[src/rtl/riscv_memory_stage.sv]
// Memory stage: data-memory req/ack with stall and timeout, store lane
// alignment, load extension and the memory->writeback pipeline register.
`ifndef XLEN
`define XLEN 32
`endif

module riscv_memory_stage #(
    parameter int P_TIMEOUT = 16
) (
    input  logic                 i_clk,
    input  logic                 i_rstn,
    input  logic                 i_reg_write_m,
    input  logic [1:0]           i_result_src_m,
    input  logic                 i_mem_write_m,
    input  logic [`XLEN-1:0]     i_alu_result_m,
    input  logic [`XLEN-1:0]     i_write_data_m,
    input  logic [4:0]           i_rd_m,
    input  logic [`XLEN-1:0]     i_pc_plus_4m,
    input  logic [`XLEN-1:0]     i_ext_imm_m,
    input  logic [2:0]           i_funct3_m,
    input  logic [3:0]           i_ctrl_mem_byte_sel_m,
    output logic                 o_dmem_req,
    output logic                 o_dmem_we,
    output logic [`XLEN-1:0]     o_dmem_addr,
    output logic [`XLEN-1:0]     o_dmem_wdata,
    output logic [3:0]           o_dmem_be,
    input  logic [`XLEN-1:0]     i_dmem_rdata,
    input  logic                 i_dmem_ack,
    output logic                 o_stall_m,
    output logic                 o_misaligned_m,
    output logic                 o_bus_err_m,
    output logic                 o_reg_write_w,
    output logic [1:0]           o_result_src_w,
    output logic [`XLEN-1:0]     o_alu_result_w,
    output logic [`XLEN-1:0]     o_read_data_w,
    output logic [4:0]           o_rd_w,
    output logic [`XLEN-1:0]     o_pc_plus_4w,
    output logic [`XLEN-1:0]     o_ext_imm_w
);
    localparam int W  = `XLEN;
    localparam int CW = (P_TIMEOUT > 2) ? $clog2(P_TIMEOUT) : 1;
    // Last WAIT cycle: together with the request cycle in IDLE this
    // gives P_TIMEOUT stalled cycles before the access is abandoned.
    localparam logic [CW-1:0] CNT_LAST = CW'(P_TIMEOUT - 2);

    typedef enum logic {IDLE, WAIT} state_t;

    state_t        state;
    logic [CW-1:0] cnt;
    logic          abort;
    logic          is_load;
    logic          access;
    logic          half;
    logic          word;
    logic          misaligned;
    logic          bubble;
    logic [1:0]    ofs;
    logic [W-1:0]  lane;
    logic [W-1:0]  load_data;

    assign ofs        = i_alu_result_m[1:0];
    assign is_load    = i_result_src_m == 2'b01;
    assign access     = i_mem_write_m | is_load;
    assign half       = i_funct3_m[1:0] == 2'b01;
    assign word       = i_funct3_m[1:0] == 2'b10;
    assign misaligned = access & ((half & ofs[0]) | (word & (ofs != 2'b00)));

    // abort masks the held instruction for the one cycle it drains as a bubble
    assign o_dmem_req = i_rstn &
        ((state == WAIT) | (access & ~misaligned & ~abort));
    assign o_dmem_we      = o_dmem_req & i_mem_write_m;
    assign o_dmem_addr    = {i_alu_result_m[W-1:2], 2'b00};
    assign o_dmem_wdata   = i_write_data_m << {ofs, 3'b000};
    assign o_dmem_be      = o_dmem_req ? 4'(i_ctrl_mem_byte_sel_m << ofs) : 4'b0000;
    assign o_stall_m      = o_dmem_req & ~i_dmem_ack;
    assign o_misaligned_m = i_rstn & misaligned & (state == IDLE) & ~abort;
    assign o_bus_err_m    = abort;

    assign lane = i_dmem_rdata >> {ofs, 3'b000};

    always_comb begin
        load_data = '0;
        case (i_funct3_m)
            3'b000:  load_data = {{(W-8){lane[7]}}, lane[7:0]};
            3'b001:  load_data = {{(W-16){lane[15]}}, lane[15:0]};
            3'b010:  load_data = lane;
            3'b100:  load_data = {{(W-8){1'b0}}, lane[7:0]};
            3'b101:  load_data = {{(W-16){1'b0}}, lane[15:0]};
            default: load_data = '0;
        endcase
    end

    always_ff @(posedge i_clk or negedge i_rstn) begin
        if (!i_rstn) begin
            state <= IDLE;
            cnt   <= '0;
            abort <= 1'b0;
        end else begin
            abort <= 1'b0;
            case (state)
                IDLE: begin
                    if (o_dmem_req && !i_dmem_ack) begin
                        state <= WAIT;
                        cnt   <= '0;
                    end
                end
                WAIT: begin
                    if (i_dmem_ack) begin
                        state <= IDLE;
                    end else if (cnt == CNT_LAST) begin
                        state <= IDLE;
                        abort <= 1'b1;
                    end else begin
                        cnt <= cnt + 1'b1;
                    end
                end
                default: state <= IDLE;
            endcase
        end
    end

    assign bubble = o_stall_m | o_misaligned_m | o_bus_err_m;

    always_ff @(posedge i_clk or negedge i_rstn) begin
        if (!i_rstn) begin
            o_reg_write_w  <= 1'b0;
            o_result_src_w <= 2'b00;
            o_alu_result_w <= '0;
            o_read_data_w  <= '0;
            o_rd_w         <= 5'd0;
            o_pc_plus_4w   <= '0;
            o_ext_imm_w    <= '0;
        end else begin
            o_reg_write_w  <= i_reg_write_m & ~bubble;
            o_result_src_w <= i_result_src_m;
            o_alu_result_w <= i_alu_result_m;
            o_read_data_w  <= (is_load & o_dmem_req & i_dmem_ack) ? load_data : '0;
            o_rd_w         <= i_rd_m;
            o_pc_plus_4w   <= i_pc_plus_4m;
            o_ext_imm_w    <= i_ext_imm_m;
        end
    end
endmodule

[config.mk]
export PLATFORM = sky130hd
export DESIGN_NAME = riscv_memory_stage
export DESIGN_NICKNAME = d
export VERILOG_FILES = /design/src/rtl/riscv_memory_stage.sv
export SDC_FILE = /design/constraint.sdc
export NUM_CORES = 1
export LEC_CHECK = 0
export CAP_MARGIN = 5
export CORE_ASPECT_RATIO = 0.75
export CORE_MARGIN = 3
export CORE_UTILIZATION = 25
export CTS_BUF_LIST = sky130_fd_sc_hd__clkbuf_16
export CTS_CLUSTER_DIAMETER = 150
export DETAILED_ROUTE_END_ITERATION = 12
export HOLD_SLACK_MARGIN = 0.15
export SYNTH_ARGS = -nofsm -noshare
export SYNTH_HDL_FRONTEND = slang
export SYNTH_SLANG_ARGS = --single-unit
[constraint.sdc]
create_clock -name i_clk -period 1.46 [get_ports i_clk]
set_input_delay 0.219 -clock i_clk [delete_from_list [all_inputs] [get_ports i_clk]]
set_output_delay 0.219 -clock i_clk [all_outputs]
set_load 0.005 [all_outputs]
==> results_dict.tcl <==
set metrics [dict create \
    status "finished with violations" \
    violations "setup timing" \
    fin_skew_ns 0.01041 \
    maxSlewHeadroom_pct 64.68 \
    post-place-cells 1125 \
    synth_top_area_cell "dfrtp_1" \
    cts_buffers 17 \
    cts_buffer_depth 2 \
    irDropWorstVdd_v 0.0007172 \
    path_clk_slew_ns 0.06 \
    first_iter_violations 158 \
    final_common_cell "clkdlybuf4s50_1" \
    die_h_um 135.4 \
    min_path_type "input port to flop" \
    nFillCells 1994 \
    hold_ws_ns 0.1691 \
    io_buffers 385 \
    finalSetupViolations 9 \
    power_mw 10.39 \
    timing.final.max_slew_violations 0 \
    first_pass_iters 6 \
    hold_violations 0 \
    multi_input_area_sq_um 1977 \
    layout_common_cells "175 x clkdlybuf4s50_1, 157 x dlygate4sd2_1, 142 x dfrtp_1" \
    synth_area_sq_um 5578 \
    avgSynthCellArea_sq_um 12.51 \
    final_util_pct 50.95 \
    grt_max_degree 46 \
    ant_nets 0 \
    io_pins 388 \
    rows 46 \
    synth_edf_count 0 \
    clk_latency_ns 0.41 \
    crit_type "flop to output pin" \
    regArea_sq_um 3553 \
    gp_congestion 0.8286 \
    drive_gt1_share_pct 23.97 \
    clkSinkCount 142 \
    die_x_um 178.5 \
    coreArea_sq_um 21530 \
    dp_hpwl_mm 16.57 \
    synthArstFlopShare_pct 100.0 \
    leakage_nw 5.215 \
    crit_fanout 4 \
    wl_per_cell_um 18.38 \
    grt_pass1_vias 5175 \
    synthTopCellsByArea "dfrtp_1 64%, mux2i_1 6.5%, buf_4 5.1%" \
    ys_warn_count 0 \
    ys_seq_area_share_pct 63.71 \
    tightest_slew_ns 0.5151 \
    finalCriticalPeriod_ns 1.808 \
    rsz0062_at_grt "yes" \
    fmaxAchievable_mhz 553.0 \
    antenna_cells 0 \
    finalWirelength_mm 21.78 \
    grt_use_total_pct 16.98 \
    viasPerCell 4.267 \
    start_util_pct 25.91 \
    htree_levels 4 \
    dieArea_sq_um 24160 \
    antenna_found_initial 1 \
    cts_root_buf "clkbuf_16" \
    syn_inst 446 \
    finalCritPeriodShare_pct 123.9 \
    synth_top_cell_area_share_pct 63.71 \
    grt_pass1_wl_mm 30.75 \
    area_growth_pct 96.61 \
    arrival_ns 1.59 \
    startpoint_type "flop" \
    fin_cells 1185 \
    final_nets 1065 \
    cap_violations 0 \
    required_ns 1.24 \
    worst_slack_ns -0.3484 \
    drc_errors 0 \
    synthFlopType "dfrtp_1" \
    synth_cell_types 48 \
    p_per_area_nw_per_um2 947.7 \
    grt-ovfl-total 0 \
    synth_seq_cells 142 \
    end_kind "output pin" \
    vias 5056 \
    cts_tree "built" \
]
-- cell usage after synthesis (2+ instances only) --
| cell | n |
|---|---|
| a21oi_1 | 28 |
| inv_1 | 4 |
| nor3_1 | 4 |
| a21oi_2 | 8 |
| nor2_1 | 29 |
| buf_4 | 38 |
| and2_1 | 14 |
| dfrtp_1 | 142 |
| ha_1 | 2 |
| a211oi_2 | 5 |
| a211oi_1 | 11 |
| clkbuf_1 | 6 |
| mux2_1 | 7 |
| buf_2 | 9 |
| nand3_1 | 7 |
| o21ai_0 | 7 |
| nand2_1 | 33 |
| mux2i_1 | 36 |
| xor2_1 | 3 |
| nor2b_1 | 15 |
| o21a_1 | 2 |
| o21ai_1 | 10 |
-- state kept, by name, indices dropped and copies added, names as in the netlist --
register,cells
state,1
cnt,4
o_pc_plus_4w,32
o_bus_err_m,1
o_result_src_w,2
o_ext_imm_w,32
o_alu_result_w,32
o_reg_write_w,1
o_read_data_w,32
o_rd_w,5
-- critical path: stages, from the launching register on --
cell and delay (ns):
dfrtp_1 0.39, inv_2 0.06, o21a_1 0.19, a21oi_4 0.11, buf_6 0.15, nor3_2 0.13, buf_2 0.13
-- metal layers --
metal | routed length, um | GRT usage, % | share of wire (%)
met5 | 13 | 0 | 0.060
met4 | 390 | 4.542 | 1.8
met3 | 2007 | 6.415 | 9.2
met2 | 10680 | 28.85 | 49
met1 | 8692 | 20.23 | 40
-- per-stage QoR --
stage          setup TNS, ns  setup WS, ns  cell area, sq um
2_1_floorplan      -0.008096     -0.008096              5585
3_3_place_gp          -33.10       -0.9609              9921
3_5_place_dp          -34.29        -1.062              9921
4_1_cts               -3.200       -0.3393             10540
5_1_grt               -3.339       -0.4130             10970
6_report              -2.321       -0.3484             10970
-- cells by family after synthesis --
family          share of synthesized area [%]
flops                                   63.71
mux                                     8.345
compound gates                          10.14
other cells                           0.06723
buf+inv                                 6.931
fa+ha+maj                              0.4486
simple gates                            9.893
xor+xnor                               0.4711
-- area by class of cell --
type | instances | area share, %
multi-input combinational | 245 | 18.03
clock inverter | 15 | 1.460
clock buffer | 17 | 3.879
timing repair buffer | 473 | 40.75
tap | 288 | 3.286
sequential | 142 | 32.40
inverter | 5 | 0.1940
-- power by group --
part           switching (mW)  total (mW)  internal, mW
combinational           0.779        1.89          1.11
sequential             0.0645        4.18          4.12
clock                    1.78        4.32          2.54
-- path summary, 6_finish.rpt --
| check | startpoint | endpoint | slack, ns | cells after the start |
|---|---|---|---|---|
| worst max-delay path | o_bus_err_m$_DFF_PN0_ | o_dmem_be[2] | -0.35 | 6 |
| worst min-delay path | i_result_src_m[0] | o_result_src_w[0]$_DFF_PN0_ | 0.17 | 2 |
| worst max register to register | o_bus_err_m$_DFF_PN0_ | o_read_data_w[2]$_DFF_PN0_ | 0 | 6 |
| worst min register to register | cnt[1]$_DFFE_PN0P_ | cnt[1]$_DFFE_PN0P_ | 0.57 | 2 |
| max in group asynchronous | i_rstn | o_read_data_w[12]$_DFF_PN0_ | 0.19 | 4 |
| min in group asynchronous | i_rstn | o_result_src_w[1]$_DFF_PN0_ | 0.37 | 3 |
-- repair_timing --
item | CTS | global route
hold buffers | 3 | 0
pin swaps | 16 | 6
endpoints found under the hold margin | 78 | 0
buffers inserted | 15 | 7
cloned | 1 | 4
endpoints found under the setup margin | 204 | 144
gates resized for setup | 270 | 99
Power figures use the tool's default switching activity.
==> patch: new RTL, same flow settings <==
Set the parameter `P_TIMEOUT` to 32 (it was 16).
--- a/src/rtl/riscv_memory_stage.sv
+++ b/src/rtl/riscv_memory_stage.sv
@@ -7,3 +7,3 @@
 module riscv_memory_stage #(
-    parameter int P_TIMEOUT = 16
+    parameter int P_TIMEOUT = 32
 ) (
Function: no difference found for any inputs over 10 cycles, from zero or initial values and one cycle with i_rstn low; that may be too few to reach the edited logic, so the function may still have changed.
==> patch against the unedited design <==
The run ends with hold timing, setup timing left. Synthesized area decreased by 0.40%. Highest routed layer is now met4. Wire length is 1.5% lower. Sequential cell count grew 1. Cell area is 0.88% lower. Setup slack improved by 0.044 ns. Total power fell by 0.56%. Register-to-register slack lost 0.22 ns. Critical path depth down 2. Die area fell by 0.39%. Sequential share of layout area rose by 0.53 points. Count of clock-buffer cells in the layout did not move.
==> patch: results <==
{
  "critPathTopFamily": "compound AO/OA/AOI/OAI gates",
  "place_ws_ns": -0.969,
  "cp_max_fo": 5,
  "layout.nets": 1064,
  "synth_compound_area_frac": 0.0876,
  "critPathCapture": "o_dmem_be[3]",
  "hold_buffers": 5,
  "violations": "hold timing, setup timing",
  "grt_pass1_wl_um": 31300,
  "r2r_start": "state$_DFF_PN0_",
  "use_met2": 0.285,
  "tightest_slew_ns": 0.763,
  "place_congestion": 0.791,
  "fin_cells": 1184,
  "synthTopCellsByArea": "dfrtp_1 64%, mux2i_1 6.5%, buf_4 4.9%",
  "place_hpwl_um": 16200,
  "drive_gt1_frac": 0.218,
  "met1_usage": 0.216,
  "min_path_type": "in2async",
  "fin_worst_skew_ns": 0.0213,
  "timing.critical_path.arrival_ns": 1.55,
  "hold-worst-slack_ns": -0.0392,
  "grt_pass1_vias": 5251,
  "wl_met2_um": 10700,
  "hold_violations": 55,
  "status": "complete, but fails checks",
  "internal_power_w": 0.00766,
  "fin_ws_ns": -0.305,
  "nFillCells": 1942,
  "antenna_found_initial": 0,
  "p_leak_nw": 5.24,
  "reg2reg_depth": 7,
  "finalSetupViolations": 41,
  "grt_max_degree": 58
}
==> patch: changes by cell type in the layout (fill, tap and decap cells not counted), sizes merged, moves of 3 or more <==
cell and change:
clkbuf +4, clkinvlp -4, clkdlybuf4s50 +7, dlygate4sd2 -8
clkinv +3, buf -8
==> patch: final cells by class <==
cell class                 count  area, um^2  share of cell area
clock buffer                  17         425              0.0391
clock inverter                15         168              0.0154
inverter                       4        15.0             0.00138
multi-input combinational    248        1850               0.170
sequential                   143        3580               0.329
tap                          288         360              0.0331
timing repair buffer         469        4480               0.412
==> patch: repair_timing <==
item | in CTS | in global routing
setup endpoints to repair | 211 | 86
setup buffers | 12 | 12
gates cloned | 4 | 1
gates resized for setup | 250 | 101
pin swaps | 13 | 5
endpoints found under the hold margin | 91 | 55
==> patch: metrics by stage <==
step                hold slack, ns  TNS [ns]
finish                     -0.0392     -6.69
CTS                       -0.00545     -6.16
global route                0.0158     -9.19
detailed placement           0.127    -35.42
global placement             0.128    -34.55
floorplan                  -0.0766         0
